File: src/rtl/multi_edge_detector.sv
// Multi-channel edge detector: optional input synchroniser, per-channel
// debounce filter, rise/fall/both mode selection and sticky pending flags.
module multi_edge_detector #(
  parameter int WIDTH       = 8,
  parameter int SYNC_STAGES = 2,
  parameter int DEBOUNCE    = 0
) (
  input  logic                 clk_in,
  input  logic                 rst_in,
  input  logic [WIDTH-1:0]     level_in,
  input  logic [2*WIDTH-1:0]   mode_in,
  input  logic [WIDTH-1:0]     clear_in,
  output logic [WIDTH-1:0]     level_out,
  output logic [WIDTH-1:0]     rise_out,
  output logic [WIDTH-1:0]     fall_out,
  output logic [WIDTH-1:0]     edge_out,
  output logic [WIDTH-1:0]     pending_out,
  output logic                 any_pending_out
);

  localparam int CNT_W = (DEBOUNCE > 0) ? $clog2(DEBOUNCE + 1) : 1;
  localparam logic [CNT_W-1:0] CNT_MAX = CNT_W'(DEBOUNCE);

  logic [WIDTH-1:0] sync_lvl;

  generate
    if (SYNC_STAGES > 0) begin : g_sync
      logic [WIDTH-1:0] chain_q [SYNC_STAGES];

      always_ff @(posedge clk_in or negedge rst_in) begin
        if (!rst_in) begin
          for (int k = 0; k < SYNC_STAGES; k++) chain_q[k] <= '0;
        end else begin
          chain_q[0] <= level_in;
          for (int k = 1; k < SYNC_STAGES; k++) chain_q[k] <= chain_q[k-1];
        end
      end

      assign sync_lvl = chain_q[SYNC_STAGES-1];
    end else begin : g_bypass
      assign sync_lvl = level_in;
    end
  endgenerate

  logic [CNT_W-1:0] cnt_q    [WIDTH];
  logic [CNT_W-1:0] cnt_next [WIDTH];
  logic [WIDTH-1:0] differ;
  logic [WIDTH-1:0] accept;
  logic [WIDTH-1:0] edge_next;
  logic [WIDTH-1:0] pending_next;

  // A mismatch must survive DEBOUNCE extra cycles; any return to the
  // accepted level restarts the count from zero.
  always_comb begin
    differ    = '0;
    accept    = '0;
    edge_next = '0;
    for (int i = 0; i < WIDTH; i++) begin
      cnt_next[i]  = '0;
      differ[i]    = sync_lvl[i] ^ level_out[i];
      accept[i]    = differ[i] && (cnt_q[i] == CNT_MAX);
      edge_next[i] = accept[i] & ((sync_lvl[i] & mode_in[2*i]) |
                                  (~sync_lvl[i] & mode_in[2*i+1]));
      if (differ[i] && !accept[i]) cnt_next[i] = cnt_q[i] + CNT_W'(1);
    end
    // A new edge beats a simultaneous clear so no event is lost.
    pending_next = edge_next | (pending_out & ~clear_in);
  end

  always_ff @(posedge clk_in or negedge rst_in) begin
    if (!rst_in) begin
      for (int i = 0; i < WIDTH; i++) cnt_q[i] <= '0;
      level_out       <= '0;
      rise_out        <= '0;
      fall_out        <= '0;
      edge_out        <= '0;
      pending_out     <= '0;
      any_pending_out <= 1'b0;
    end else begin
      for (int i = 0; i < WIDTH; i++) cnt_q[i] <= cnt_next[i];
      level_out       <= level_out ^ accept;
      rise_out        <= accept & sync_lvl;
      fall_out        <= accept & ~sync_lvl;
      edge_out        <= edge_next;
      pending_out     <= pending_next;
      any_pending_out <= |pending_next;
    end
  end

endmodule

File: config.mk
export PLATFORM = sky130hd
export DESIGN_NAME = multi_edge_detector
export DESIGN_NICKNAME = d
export VERILOG_FILES = /design/src/rtl/multi_edge_detector.sv
export SDC_FILE = /design/constraint.sdc
export NUM_CORES = 1
export LEC_CHECK = 0
export BUFFER_PORTS_ARGS = -buffer_cell sky130_fd_sc_hd__buf_2
export CORE_AREA = 5 5 78 80
export DETAILED_ROUTE_END_ITERATION = 10
export DIE_AREA = 0 0 83 85
export GPL_TIMING_DRIVEN = 0
export PLACE_DENSITY_LB_ADDON = 0.2
export SYNTH_ARGS = -nofsm -noshare
export SYNTH_HDL_FRONTEND = slang
export SYNTH_SLANG_ARGS = --single-unit
File: constraint.sdc
create_clock -name clk_in -period 1.7 [get_ports clk_in]
set_input_delay 0.255 -clock clk_in [delete_from_list [all_inputs] [get_ports clk_in]]
set_output_delay 0.255 -clock clk_in [all_outputs]
set_load 0.02 [all_outputs]
* Word level (Yosys, flattened, before mapping)
Cells that the tools add are included.
Cells by class: $mul 0, reductions and logical operators 25, shift-type cells 0, divide/modulo/power cells 0, multiplexer cells 8, add/subtract/negate cells 8, magnitude comparators 0, eq/ne operators 0, bitwise gates (word level) 63
Operators by type and width (count):
- $and 1x1->1 | 24
- $and 8x8->8 | 3
- $logic_and 1x1->1 | 16
- $not 1->1 | 16
- $not 8->8 | 2
- $add 1x1->1 const B | 8
- $logic_not 1->1 | 8
- $mux 1 | 8
- $or 1x1->1 | 8
- $or 8x8->8 | 1
- $reduce_or 8->1 | 1
- $xor 1x1->1 | 8
- $xor 8x8->8 | 1
Word-level totals: ROM bits 0, latch bits 0, output and inout bits 41, logic and storage cells 120, RAM bits 0, register bits after elaboration 65, memories 0, input bits 34

* Depth between registers and ports, before layout
depth after elaboration 6, gate-level depth with buffers 4

* Worst setup path before layout
No wires, ideal clock.
path kind register -> register, start register (tool-made name), end register any_pending_out, data arrival time 1548 ps, cell stages (with the launch flop) 5, path buffers 0, slack 13 ps, path through dfrtp_1 and2b_2 a311oi_2 nand4_1 or4_1
RTL lines:
- end signal: assignment | line 86 | any_pending_out <= |pending_next;
- end: declaration | line 18 | output logic any_pending_out

==> results.md <==
* Sw frac at between 20% and 30%
* WL met3 at between 300 and 400 um
* Longest Clk Path Bufs at 2
* Outcome: complete, no violations
* Num ports at 75
* Vias in the first global route at 1371
* Routed via count at 1403
* Post-synth top cells: dfrtp_1, inv_1, nor2b_1
* Total CTS buffers at 9
* Critical path depth in cells at 4
* Post-Place Cells at between 300 and 400
* Hold Vio Cnt, Final at 0
* Final Instance Count excl. Fillers at 327
* Syn Area/Cell at 14.8 um^2
* Worst-path clk slew at 70 ps
* CTS sink count at 65
* Avg WL per Cell at 12.0 um
* Area of the mapped netlist at 2230 um^2
* Maximum Capacitance Violations at 0
* Leading area contributor after synthesis: dfrtp_1
* Worst-skew pair later-pin latency at 330 ps
* Setup CP Type: flip-flop to flip-flop
* Die width at roughly 83 um
* TritonCTS clock tree: built
* Internal at between 0.002 and 0.003 W
* Post-synth cell types at 24
* Net load switching power at 0.000845 W
* Hold Slack at ~0.56 ps
* Metal-1 WL at 1.68 mm
* Slowest stage delay, CP at 480 ps
* Number of cells on the worst reg-to-reg path at 4
* Post-Route Skew at 4.67 ps
* Max Clk Rate at between 500 and 600 MHz
* Family with the most delay on the worst path: simple AND/OR/NAND/NOR gates
* HP Class: input port to async pin
* Top_reg_cell synth: dfrtp_1
* Seq cells post-synth at 65
* Clk network pwr share at between 40% and 50%
* Detailed Place HPWL at roughly 2.7 mm
* Crit-path cells: and2b_1 -> a311oi_2 -> nand4_1 -> or4_1
* Remaining DRCs at 0
* Pwr/cell area at between 1000 and 1500 nW/um^2
* Area of the multi-input gates at about 580 um^2
* DRT Wirelength at 3.94 mm
* Register area at 1630 um^2
* 1st-iter DRT viols at 33
* Routed wl met2 at 1.81 mm
* Largest net degree at the start of global routing at 66
* WP data required at 1910 ps
* Synth top area cells: dfrtp_1, mux2_2, a311oi_2
* Grt ovf at 0
* Min cycle time layout at roughly 1700 ps
* Slew margin rel. at between 40% and 50%
* Cell Rows at 27
* Yosys top cell area share at 73.1%
* Yosys warning total at 0
* Avg Vias per Cell at about 4.3
* Main combinational cell family by area after synthesis: simple AND/OR/NAND/NOR gates
* Fillcell total at between 400 and 500
* First-pass GRT wire length at 6.52 mm
* Ys async rst share at 100%
* Post-DRT Antenna Nets at 0
* Xor/xnor share of the synthesized area at 0%
* Peak supply drop at roughly 0.64 mV
* Worst Max-Slew Pin Slew at 775 ps
* Simple-gate share of the synthesized area at 14.3%
* Comb power frac at a little under an eighth
* Overall global routing resource usage at 12.1%
* Sequential power share at ~48%
* Max Used Layer: met4
* Initial antenna violation count at 0
* Critical Path Slowest Stage Cell: or4_1
* WP buf/inv at 0
* DRT Pass-1 Iters at 4
* Final Instance Area at 3020 um^2
* Root Driver: clkbuf_8
* Layout cell share with drive strength beyond 1 at 44.3%
* Initial Utilization at 41.7%
* Final Cycle Share at 99.0%
* Crit path launch type: flip-flop
* Placer Congestion at 0.715
* Setup violations, final at 0
* Setup total negative slack at 0 ps
* Number of synthesized flops with an enable pin at 0
* Area added between synthesis and finish at 35.7%
* N_diodes at 0
* Slew Viols, Final at 0
* Most common cell in the netlist: dfrtp_1
* CP Data Arrival Time at 1890 ps
* P_leak at 1.63 nW
* Post-synthesis mux area share at 3.04%
* Layout net count at about 280
* Post-synthesis compound-gate area fraction at 6.86%
* Adder-Cell Fraction of Synth Area at 0%
* CORE AREA at 5340 um^2
* Mapped Cells at 150
* Unrepaired setup endpoints after global routing: true
* CP endpoint kind: flip-flop
* Die extent in y at 85 um
* # port buffers at 74
* DP Area at 2720 um^2
* DIE AREA at between 7000 and 8000 um^2
* CTS H-tree depth at 3
* Max FO, Critical Path at 5
* Sequential area share after synthesis at 73.1%
[worst paths after layout]
check	startpoint	endpoint	slack (ps)
setup / recovery	flip-flop	any_pending_out	20
hold / removal	rst_in	fall_out[1]	0.6
setup reg to reg	flip-flop	any_pending_out	20
hold reg to reg	g_sync.chain_q[11]	sync_lvl[3]	350
max in group asynchronous	rst_in	fall_out[3]	1190
min in group clk_in	level_in[0]	g_sync.chain_q[8]	30
[worst register-to-register path, delay by kind of cell (launching register included)]
kind / cells / cell delay [ps]
AND/OR/NAND/NOR: 3 / 850
flip-flops: 1 / 380
AO/OA/AOI/OAI: 1 / 330
[what timing repair did]
| item | 4_1_cts | 5_1_grt |
|---|---|---|
| hold buffers | 0 | 2 |
| pin swaps | 4 | 2 |
| gates resized for setup | 0 | 1 |
| buffers inserted | 5 | 1 |
| hold endpoints to repair | 0 | 2 |
| endpoints found under the setup margin | 1 | 1 |
| gates cloned | 0 | 0 |
[area by class of cell]
| cell class | instances | area share, % |
|---|---|---|
| sequential | 65 | 53.9 |
| multi-input combinational | 77 | 19.2 |
| timing repair buffer | 82 | 14.5 |
| clock buffer | 11 | 5.01 |
| tap | 72 | 2.98 |
| clock inverter | 5 | 2.57 |
| inverter | 15 | 1.86 |
[metrics by stage]
| stage | power [W] | utilization [%] | worst slack, ps |
|---|---|---|---|
| 2_1_floorplan | 0.00194 | - | 13.2 |
| 3_3_place_gp | 0.00211 | 50.8 | -33.5 |
| 3_5_place_dp | 0.00212 | 50.9 | -37.5 |
| 4_1_cts | 0.00361 | 55.9 | -6.67 |
| 5_1_grt | 0.00376 | 56.6 | -50.3 |
| 6_report | 0.00357 | 56.6 | 16.6 |
[routing by layer]
layer / GRT usage, % / vias to the layer above
met1: 14.0 / 651
met2: 17.4 / 47
met5: 0 / -
li1: - / 698
met3: 7.28 / 7
met4: 6.69 / 0
[cell usage in the layout, fill, tap and decap left out, types with 2 or more instances in the layout]
cell type,Yosys,final
nand2_1,6,6
and4bb_1,3,3
nand2b_1,3,3
a311oi_2,4,3
bufinv_16,0,2
clkbuf_8,0,11
mux2_2,6,6
dlygate4sd3_1,0,2
a31o_2,5,5
nor3b_1,6,6
and2b_2,2,2
conb_1,1,8
dfrtp_1,65,65
clkinv_2,0,2
a31oi_1,2,2
buf_4,0,7
and2b_1,2,2
nor2b_1,8,8
nor4bb_1,4,4
inv_1,15,15
and2_1,7,7
nor2_1,4,4
buf_2,0,73
[power groups by stage]
stage / logic, W / clock network [W] / registers, W
after CTS: 0.000399 / 0.00151 / 0.00170
after floorplan: 0.000118 / 0 / 0.00182
final: 0.000402 / 0.00146 / 0.00170
after global placement: 0.000378 / 0 / 0.00173
after detailed placement: 0.000381 / 0 / 0.00174
after global routing: 0.000443 / 0.00160 / 0.00172
[cells by family after synthesis]
| kind of cell | after synthesis |
|---|---|
| other | 1 |
| and+or+nand+nor | 47 |
| DFF | 65 |
| buffers and inverters | 15 |
| AOI/OAI and AO/OA | 16 |
| muxes | 6 |
Power figures use the tool's default switching activity.
